## src/rtl/dcache_pkg.sv

```systemverilog
// Shared types for the dcache writeback buffer: FSM state and entry layout.
package dcache_pkg;

    localparam int WB_XLEN = 32;
    localparam int WB_BLK  = 128;

    typedef enum logic [0:0] {
        WB_REQ  = 1'b0,
        WB_WAIT = 1'b1
    } wb_state_e;

    typedef struct packed {
        logic [WB_XLEN-1:0] addr;
        logic [WB_BLK-1:0]  data;
    } wb_entry_t;

endpackage

```

## src/rtl/dcache_wb_fifo.sv

```systemverilog
// Circular entry storage for the writeback buffer; exposes head,
// per-entry valid bits and the raw entry array for hazard lookup.
module dcache_wb_fifo
    import dcache_pkg::*;
#(
    parameter  int DEPTH = 2,
    localparam int PW    = $clog2(DEPTH)
) (
    input  logic             clk_i,
    input  logic             rst_ni,
    input  logic             push_i,
    input  wb_entry_t        push_entry_i,
    input  logic             pop_i,
    output wb_entry_t        head_o,
    output logic [DEPTH-1:0] valid_o,
    output wb_entry_t        entries_o [DEPTH],
    output logic [PW-1:0]    rptr_o,
    output logic [PW:0]      count_o
);

    logic [PW-1:0]    wptr_q, wptr_d;
    logic [PW-1:0]    rptr_q, rptr_d;
    logic [PW:0]      count_q, count_d;
    logic [DEPTH-1:0] valid_q, valid_d;
    wb_entry_t        entry_q [DEPTH];
    wb_entry_t        entry_d [DEPTH];

    always_comb begin
        wptr_d  = wptr_q;
        rptr_d  = rptr_q;
        count_d = count_q;
        valid_d = valid_q;
        entry_d = entry_q;
        if (push_i) begin
            entry_d[wptr_q] = push_entry_i;
            valid_d[wptr_q] = 1'b1;
            wptr_d          = wptr_q + 1'b1;
        end
        if (pop_i) begin
            valid_d[rptr_q] = 1'b0;
            rptr_d          = rptr_q + 1'b1;
        end
        if (push_i && !pop_i) begin
            count_d = count_q + 1'b1;
        end else if (pop_i && !push_i) begin
            count_d = count_q - 1'b1;
        end
    end

    always_ff @(posedge clk_i or negedge rst_ni) begin
        if (!rst_ni) begin
            wptr_q  <= '0;
            rptr_q  <= '0;
            count_q <= '0;
            valid_q <= '0;
        end else begin
            wptr_q  <= wptr_d;
            rptr_q  <= rptr_d;
            count_q <= count_d;
            valid_q <= valid_d;
        end
    end

    // Line data is only observed through valid bits, so no reset.
    always_ff @(posedge clk_i) begin
        entry_q <= entry_d;
    end

    assign head_o    = entry_q[rptr_q];
    assign valid_o   = valid_q;
    assign entries_o = entry_q;
    assign rptr_o    = rptr_q;
    assign count_o   = count_q;

endmodule

```

## src/rtl/dcache_wb_buffer.sv

```systemverilog
// Dcache writeback buffer: queues evicted lines, drains them one at a time.
// Define DCACHE_WB_FWD_EN to forward buffered data on lookup hits.
module dcache_wb_buffer
    import dcache_pkg::*;
#(
    parameter int XLEN     = WB_XLEN,
    parameter int BLK_SIZE = WB_BLK,
    parameter int BOFFSET  = 4,
    parameter int DEPTH    = 2
) (
    input  logic                clk_i,
    input  logic                rst_ni,
    input  logic                wb_valid_i,
    output logic                wb_ready_o,
    input  logic [XLEN-1:0]     wb_addr_i,
    input  logic [BLK_SIZE-1:0] wb_data_i,
    output logic                mem_req_valid_o,
    input  logic                mem_req_ready_i,
    output logic [XLEN-1:0]     mem_req_addr_o,
    output logic [BLK_SIZE-1:0] mem_req_data_o,
    input  logic                mem_res_valid_i,
    input  logic [XLEN-1:0]     lkp_addr_i,
    output logic                lkp_hit_o,
    output logic [BLK_SIZE-1:0] lkp_data_o,
    output logic                empty_o,
    output logic                full_o
);

    localparam int PW = $clog2(DEPTH);
    localparam logic [XLEN-1:0] BLK_MASK =
        ~((XLEN'(1) << BOFFSET) - XLEN'(1));

    wb_state_e        state_q, state_d;
    logic             push, pop;
    wb_entry_t        push_entry, head;
    logic [DEPTH-1:0] valid;
    wb_entry_t        entries [DEPTH];
    logic [PW-1:0]    rptr, scan_idx;
    logic [PW:0]      count;
    logic             lkp_hit;
    logic [BLK_SIZE-1:0] lkp_data;

    assign empty_o    = (count == '0);
    assign full_o     = (count == (PW+1)'(DEPTH));
    assign wb_ready_o = !full_o;
    assign push       = wb_valid_i && wb_ready_o;
    assign pop        = (state_q == WB_WAIT) && mem_res_valid_i;
    assign push_entry = '{addr: wb_addr_i, data: wb_data_i};

    dcache_wb_fifo #(
        .DEPTH(DEPTH)
    ) u_fifo (
        .clk_i       (clk_i),
        .rst_ni      (rst_ni),
        .push_i      (push),
        .push_entry_i(push_entry),
        .pop_i       (pop),
        .head_o      (head),
        .valid_o     (valid),
        .entries_o   (entries),
        .rptr_o      (rptr),
        .count_o     (count)
    );

    always_comb begin
        state_d = state_q;
        unique case (state_q)
            WB_REQ:  if (mem_req_valid_o && mem_req_ready_i) state_d = WB_WAIT;
            WB_WAIT: if (mem_res_valid_i) state_d = WB_REQ;
            default: state_d = WB_REQ;
        endcase
    end

    always_ff @(posedge clk_i or negedge rst_ni) begin
        if (!rst_ni) begin
            state_q <= WB_REQ;
        end else begin
            state_q <= state_d;
        end
    end

    assign mem_req_valid_o = (state_q == WB_REQ) && !empty_o;
    assign mem_req_addr_o  = head.addr;
    assign mem_req_data_o  = head.data;

    // Scan oldest to youngest so the last match (youngest) wins.
    always_comb begin
        lkp_hit  = 1'b0;
        lkp_data = '0;
        scan_idx = '0;
        for (int k = 0; k < DEPTH; k++) begin
            scan_idx = rptr + PW'(k);
            if (valid[scan_idx] &&
                (((entries[scan_idx].addr ^ lkp_addr_i) & BLK_MASK) == '0)) begin
                lkp_hit  = 1'b1;
                lkp_data = entries[scan_idx].data;
            end
        end
    end

    assign lkp_hit_o = lkp_hit;
`ifdef DCACHE_WB_FWD_EN
    assign lkp_data_o = lkp_data;
`else
    assign lkp_data_o = '0;
`endif

endmodule
```

## config.mk

```make
export PLATFORM = sky130hd
export DESIGN_NAME = dcache_wb_buffer
export DESIGN_NICKNAME = d
export VERILOG_FILES = /design/src/rtl/dcache_pkg.sv /design/src/rtl/dcache_wb_fifo.sv /design/src/rtl/dcache_wb_buffer.sv
export SDC_FILE = /design/constraint.sdc
export NUM_CORES = 1
export LEC_CHECK = 0
export ABC_AREA = 1
export CORE_AREA = 4 4 189 191
export CTS_CLUSTER_DIAMETER = 150
export DETAILED_ROUTE_END_ITERATION = 12
export DIE_AREA = 0 0 193 195
export GPL_ROUTABILITY_DRIVEN = 1
export PLACE_DENSITY = 0.75
export SLEW_MARGIN = 20
export SYNTH_ARGS = -nofsm -noshare
export SYNTH_HDL_FRONTEND = slang
export SYNTH_SLANG_ARGS = --single-unit
```

## constraint.sdc

```tcl
create_clock -name clk_i -period 10.6 [get_ports clk_i]
set_input_delay 1.59 -clock clk_i [delete_from_list [all_inputs] [get_ports clk_i]]
set_output_delay 1.59 -clock clk_i [all_outputs]
set_load 0.02 [all_outputs]
```

==> reports/summary.json, run 1 <==
{
  "status": {
    "outcome": "complete, no violations"
  },
  "clock_tree": {
    "clk-insertion-delay-late_ns": 0.52,
    "htree_num_levels": 2,
    "root_buffer": "sky130_fd_sc_hd__clkbuf_16",
    "clkSinkCount": 327,
    "clk_path_buf_depth": 3,
    "postCtsSetupBuffers": 0,
    "cts_tree": "built",
    "cts_made_buffers": 35,
    "postCtsResizedCells": 0,
    "hold_fix_buffer_count_after_cts": 0,
    "clk_pin_slew_worst_paths_ns": 0.06
  },
  "timing": {
    "finalMaxSlewViolations": 0,
    "post-route-period-util": 0.541,
    "hold_viol": 0,
    "rsz0062_at_grt": "false",
    "slew_headroom": 0.271,
    "hold_slack_ns": 0.522,
    "layout_setup_ws_ns": 4.86,
    "layout_min_cycle_time_ns": 5.74,
    "setup_viol": 0,
    "worst_pin_slew_ns": 1.09,
    "finalSetupTns_ns": 0,
    "clock.fmax_mhz": 174,
    "worst_clock_skew_ns": 0.0108
  },
  "logic_synthesis": {
    "synthArstFlopShare": 0.0214,
    "post_synth_inst_count": 1357,
    "largest_cells_by_area_after_synthesis": "sky130_fd_sc_hd__edfxtp_1 (67%), sky130_fd_sc_hd__nand2_1 (17%), sky130_fd_sc_hd__buf_4 (6.9%)",
    "syn_avg_cell_area_um2": 10.6,
    "synth.top_cell.area_share": 0.669,
    "synth.cell_area_mm2": 0.0144,
    "synth_enable_flop_cells": 320,
    "synth_seq_area_share": 0.682,
    "netlist.top_cell.by_area": "sky130_fd_sc_hd__edfxtp_1",
    "synthTopCellsByCount": "sky130_fd_sc_hd__nand2_1 (669), sky130_fd_sc_hd__edfxtp_1 (320), sky130_fd_sc_hd__buf_4 (132)",
    "synth_seq_cells": 327,
    "postSynth.topFlopCell": "sky130_fd_sc_hd__edfxtp_1",
    "synthDistinctLibCells": 21,
    "yosys_warnings": 0,
    "yosys.cell_count.top_type": "sky130_fd_sc_hd__nand2_1"
  },
  "critical_path": {
    "start_kind": "flop",
    "crit_path_max_fanout": 99,
    "crit_path_end_kind": "output pin",
    "worst-r2r-setup-slack_ns": 7.68,
    "path_class": "flop to output pin",
    "critical_path_arrival_ns": 4.15,
    "worst_endpoint_required_time_ns": 9.01
  },
  "floorplanning": {
    "placeableCoreArea_mm2": 0.0341,
    "die_y_um": 195,
    "floorplan.rows": 68,
    "floorplan.io_pins": 490,
    "initial_core_util": 0.421,
    "floorplan.die_area_mm2": 0.0376,
    "die_w_um": 193
  },
  "finish": {
    "filler_cell_count": 2813,
    "areaGrowthSynthToFinish_pct": 31.6,
    "layout-drive-gt1-share": 0.0328,
    "finish.net_count": 1912,
    "stdcell_area_mm2": 0.0189
  },
  "drt": {
    "final_antenna_net_count": 0,
    "wl_per_cell_um": 17.4,
    "drt_pass1_iterations": 5,
    "total_routed_wirelength_mm": 38.2,
    "drt_iter0_drc": 646,
    "drt-vias-per-instance": 4.70,
    "number_of_vias_after_detailed_routing": 10300,
    "drcViolationCount": 0
  },
  "pwr": {
    "vdd.ir_drop.worst_uv": 210,
    "power_density_mw_per_mm2": 282,
    "p_leak_nw": 7.90
  },
  "global_route": {
    "antenna_found_initial": 9,
    "met3_usage": 0.0835,
    "grt_util_met2": 0.339,
    "first_global_vias": 10600,
    "grt_util_all_layers": 0.196,
    "use_met1": 0.197,
    "layer_carrying_the_most_global_route_usage": "met2",
    "grt_overflow": 0,
    "grt_pass1_wl_mm": 56.7,
    "grt_start_max_net_pins": 100
  },
  "placed_design": {
    "place_worst_setup_slack_ns": 5.27,
    "gp_routability_congestion": 0.850,
    "detailed_place_hpwl_mm": 26.9,
    "detailed_place.area_mm2": 0.0179,
    "io_buffer_count": 357
  },
  "worst_hold_path": {
    "timing.hold.worst.class": "flop to flop"
  },
  "flow_run": {
    "drv_cap": 0
  }
}
==> layer usage <==
| metal | routed length, um | share of wire |
|---|---|---|
| met5 | 13 | 0.00034 |
| met1 | 12600 | 0.33 |
| met4 | 1990 | 0.052 |
| met2 | 19300 | 0.51 |
| met3 | 4260 | 0.11 |
==> kinds of logic (layout without fill, tap and decap cells) <==
logic type,Yosys count,after routing,synth area share
AND/OR/NAND/NOR,765,765,0.206
buffers and inverters,238,490,0.101
XOR/XNOR,5,5,0.00305
other,1,136,0.000261
adder cells (fa/ha/maj),1,1,0.000872
AO/OA/AOI/OAI,20,20,0.00750
flip-flops,327,327,0.682
==> power breakdown <==
group	leakage, nW	internal, W	switching (W)
Sequential	3.05	0.00177	0.0000931
Combinational	4.35	0.000858	0.00151
Clock	0.498	0.000623	0.000480
==> placed cells by master, fill, tap and decap left out, types with 2 or more instances in the layout <==
| master | Yosys | layout |
|---|---|---|
| sky130_fd_sc_hd__o21ai_0 | 10 | 10 |
| sky130_fd_sc_hd__clkbuf_8 | 0 | 2 |
| sky130_fd_sc_hd__clkinv_1 | 0 | 6 |
| sky130_fd_sc_hd__clkbuf_1 | 17 | 7 |
| sky130_fd_sc_hd__xor2_1 | 4 | 4 |
| sky130_fd_sc_hd__clkbuf_16 | 0 | 35 |
| sky130_fd_sc_hd__nand2_1 | 669 | 669 |
| sky130_fd_sc_hd__dfrtp_1 | 7 | 6 |
| sky130_fd_sc_hd__nand4_1 | 4 | 4 |
| sky130_fd_sc_hd__a21oi_1 | 3 | 3 |
| sky130_fd_sc_hd__buf_4 | 132 | 7 |
| sky130_fd_sc_hd__o211ai_1 | 3 | 3 |
| sky130_fd_sc_hd__conb_1 | 1 | 128 |
| sky130_fd_sc_hd__diode_2 | 0 | 8 |
| sky130_fd_sc_hd__nand3_1 | 58 | 58 |
| sky130_fd_sc_hd__inv_6 | 0 | 5 |
| sky130_fd_sc_hd__clkinv_2 | 0 | 3 |
| sky130_fd_sc_hd__o21ai_1 | 4 | 4 |
| sky130_fd_sc_hd__inv_1 | 66 | 66 |
| sky130_fd_sc_hd__clkdlybuf4s50_1 | 0 | 357 |
| sky130_fd_sc_hd__edfxtp_1 | 320 | 320 |
| sky130_fd_sc_hd__nor2_4 | 0 | 2 |
| sky130_fd_sc_hd__nor2_1 | 34 | 32 |
==> metrics by stage <==
stage / cells / util / total power, W
after floorplan: 1484 / - / 0.00330
after CTS: 2191 / 0.553 / 0.00539
after detailed placement: 2132 / 0.523 / 0.00426
final: 2199 / 0.554 / 0.00533
after global routing: 2199 / 0.554 / 0.00564
after global placement: 2132 / 0.523 / 0.00421
==> sequential cells by signal (all words and copies together), names as in the netlist <==
name              flops
u_fifo.wptr_q         1
u_fifo.rptr_o         1
u_fifo.entries_o    320
state_q               1
u_fifo.count_o        2
u_fifo.valid_o        2
==> critical path: stages, from the launching register on <==
cell                              delay [ns]
sky130_fd_sc_hd__dfrtp_4                0.61
sky130_fd_sc_hd__inv_6                  0.50
sky130_fd_sc_hd__buf_4                  0.92
sky130_fd_sc_hd__nand2_1                0.18
sky130_fd_sc_hd__nand2_1                0.16
sky130_fd_sc_hd__nand2_1                0.06
sky130_fd_sc_hd__nand2_1                0.05
sky130_fd_sc_hd__nand2_1                0.05
sky130_fd_sc_hd__nor2_1                 0.11
sky130_fd_sc_hd__nand2_1                0.11
sky130_fd_sc_hd__nor2_1                 0.11
sky130_fd_sc_hd__nand2_1                0.05
sky130_fd_sc_hd__nand2_1                0.08
sky130_fd_sc_hd__clkdlybuf4s50_1        0.61
==> worst paths after layout <==
check / cells after the start / startpoint / endpoint
min: 1 / u_fifo.count_o[0] / u_fifo.count_o[0]
max in group asynchronous: 1 / rst_ni / u_fifo.rptr_o
min reg2reg: 1 / u_fifo.count_o[0] / u_fifo.count_o[0]
max: 13 / u_fifo.rptr_o / lkp_hit_o
max reg2reg: 6 / u_fifo.count_o[1] / u_fifo.entries_o[272]
min in group asynchronous: 1 / rst_ni / u_fifo.wptr_q
==> final cells by class <==
cell class	instances	area, um2	area share
Antenna cell	8	20.0	0.00106
Clock inverter	15	88.8	0.00470
Tap cell	455	569	0.0301
Multi-Input combinational cell	919	3610	0.191
Sequential cell	327	9790	0.518
Clock buffer	44	930	0.0492
Timing Repair Buffer	364	3630	0.192
Inverter	67	256	0.0136
(Power assumes the default switching activity.)
==> run 2: changes to the inputs <==
Clock period 10.6 ns to 5.6 ns, I/O delays scaled along.
==> run 2 against run 1 <==
Against the previous run:
- via count down 1.8%
- critical path depth down 8
- worst setup slack worse by 3.8 ns
- sequential power up 90%
- sequential share of layout area down 0.60 points
- cell area up 1.2%
- utilization up 0.65 points
- clock skew up 0.0022 ns
- total power up 93%
- critical endpoint is now mem_req_data_o[48]
==> reports/summary.json, run 2 (synthesis gave the netlist of run 1 again) <==
{
  "status": {
    "outcome": "complete, no violations"
  },
  "floorplanning": {
    "floorplan.io_pins": 490,
    "die_w_um": 193,
    "placeableCoreArea_mm2": 0.0341,
    "floorplan.rows": 68,
    "initial_core_util": 0.421,
    "die_y_um": 195,
    "floorplan.die_area_mm2": 0.0376
  },
  "finish": {
    "layout-drive-gt1-share": 0.0362,
    "finish.net_count": 1916,
    "final_non_filler_cells": 2205,
    "filler_cell_count": 2767,
    "final_cell_mix": "sky130_fd_sc_hd__nand2_1 (669), sky130_fd_sc_hd__clkdlybuf4s50_1 (357), sky130_fd_sc_hd__edfxtp_1 (320), sky130_fd_sc_hd__conb_1 (128), sky130_fd_sc_hd__inv_1 (66)",
    "largest_reg_flops": 320,
    "mostFrequentLayoutCell": "sky130_fd_sc_hd__nand2_1",
    "areaGrowthSynthToFinish_pct": 33.2
  },
  "critical_path": {
    "crit_slowest_cell": "sky130_fd_sc_hd__buf_4",
    "crit_path_max_fanout": 107,
    "start_kind": "flop",
    "critical_path_arrival_ns": 3.69,
    "cpPeakStageDelay_ns": 0.81,
    "crit_path_end_kind": "output pin",
    "cpMostUsedCell": "sky130_fd_sc_hd__nand2_1",
    "critical_path.cell_chain": "inv_6 > buf_4 > nand2_1 > nand2_1 > clkdlybuf4s50_1",
    "worst_endpoint_required_time_ns": 4.76,
    "path_class": "flop to output pin"
  },
  "timing": {
    "post-route-period-util": 0.809,
    "setup_viol": 0,
    "layout_min_cycle_time_ns": 4.53,
    "worst_clock_skew_ns": 0.0130,
    "finalMaxSlewViolations": 0,
    "layout_setup_ws_ns": 1.07,
    "finalSetupTns_ns": 0,
    "clock.fmax_mhz": 221,
    "slew_headroom": 0.317,
    "worst_pin_slew_ns": 1.03,
    "rsz0062_at_grt": "false",
    "hold_viol": 0
  },
  "clock_tree": {
    "htree_num_levels": 2,
    "cts_tree": "built",
    "root_buffer": "sky130_fd_sc_hd__clkbuf_16",
    "postCtsSetupBuffers": 0,
    "postCtsResizedCells": 0,
    "cts_made_buffers": 35,
    "clk_pin_slew_worst_paths_ns": 0.06,
    "clk-insertion-delay-late_ns": 0.52,
    "clkSinkCount": 327,
    "clk_path_buf_depth": 3,
    "hold_fix_buffer_count_after_cts": 0
  },
  "global_route": {
    "grt_start_max_net_pins": 108,
    "first_global_vias": 10200,
    "grt_util_all_layers": 0.188,
    "grt_overflow": 0,
    "grt_pass1_wl_mm": 54.5,
    "antenna_found_initial": 10
  },
  "pwr": {
    "p_leak_nw": 7.99,
    "vdd.ir_drop.worst_uv": 405,
    "power_density_mw_per_mm2": 538
  },
  "placed_design": {
    "dpl.cell_count": 2136,
    "gp_routability_congestion": 0.807,
    "detailed_place_hpwl_mm": 26.2,
    "place_worst_setup_slack_ns": 1.55,
    "io_buffer_count": 357
  },
  "drt": {
    "drt-vias-per-instance": 4.60,
    "total_routed_wirelength_mm": 36.9,
    "drt_pass1_iterations": 4,
    "number_of_vias_after_detailed_routing": 10100,
    "final_antenna_net_count": 0,
    "drt_iter0_drc": 594,
    "wl_per_cell_um": 16.7,
    "drcViolationCount": 0
  },
  "flow_run": {
    "drv_cap": 0
  },
  "worst_hold_path": {
    "timing.hold.worst.class": "flop to flop"
  }
}
==> run 2: cell types whose count changed in the layout (fill, tap and decap cells not counted), sizes merged <==
cell | previous run | this run
buf | 7 | 11
bufinv | 0 | 4
clkbuf | 44 | 40
clkinv | 10 | 13
inv | 71 | 69
clkinvlp | 1 | 2
==> run 2: power by group <==
part | internal [W] | switching (W)
combinational | 0.00167 | 0.00279
clock | 0.00136 | 0.000918
sequential | 0.00334 | 0.000202
total | 0.00637 | 0.00391
==> run 2: layer usage <==
metal  share of wire  up-vias  wire length (um)  track usage
li1                -     4903                 -            -
met1            0.33     4698             12100        0.191
met2            0.50      454             18600        0.327
met3            0.12       83              4460       0.0844
met4           0.045        6              1670       0.0881
met5          0.0012        -                46            0
==> run 2: stage by stage <==
step / instance area (um2) / power, W / hold WS, ns / util
after floorplan: 14800 / 0.00617 / 0.488 / -
after global placement: 17900 / 0.00799 / 0.508 / 0.525
final: 19100 / 0.0103 / 0.537 / 0.560
after detailed placement: 18000 / 0.00808 / 0.523 / 0.526
after global routing: 19100 / 0.0109 / 0.567 / 0.560
after CTS: 19100 / 0.0104 / 0.540 / 0.560
==> run 2: area by class of cell <==
class                      count  area [um2]  share of cell area
timing repair buffer         368        3730               0.195
sequential                   327        9790               0.512
clock buffer                  40         916              0.0479
inverter                      67         256              0.0134
clock inverter                21         218              0.0114
antenna                        8        20.0             0.00105
multi-input combinational    919        3610               0.189
tap                          455         569              0.0298
==> run 2: critical path: cells and delay by family, from the launching register on <==
family	cells	cell delay [ns]
flip-flops	1	0.70
buffers and inverters	3	2.15
AND/OR/NAND/NOR	2	0.26
==> run 2: path summary, 6_finish.rpt <==
check	slack [ns]	endpoint	cells after the start	from
min in group asynchronous	0.59	u_fifo.wptr_q	1	rst_ni
worst min-delay path	0.54	u_fifo.count_o[0]	1	u_fifo.count_o[0]
worst max register to register	3.44	u_fifo.entries_o[130]	7	u_fifo.count_o[1]
worst max-delay path	1.07	mem_req_data_o[48]	5	u_fifo.rptr_o
worst min register to register	0.54	u_fifo.count_o[0]	1	u_fifo.count_o[0]
max in group asynchronous	4.74	u_fifo.rptr_o	1	rst_ni
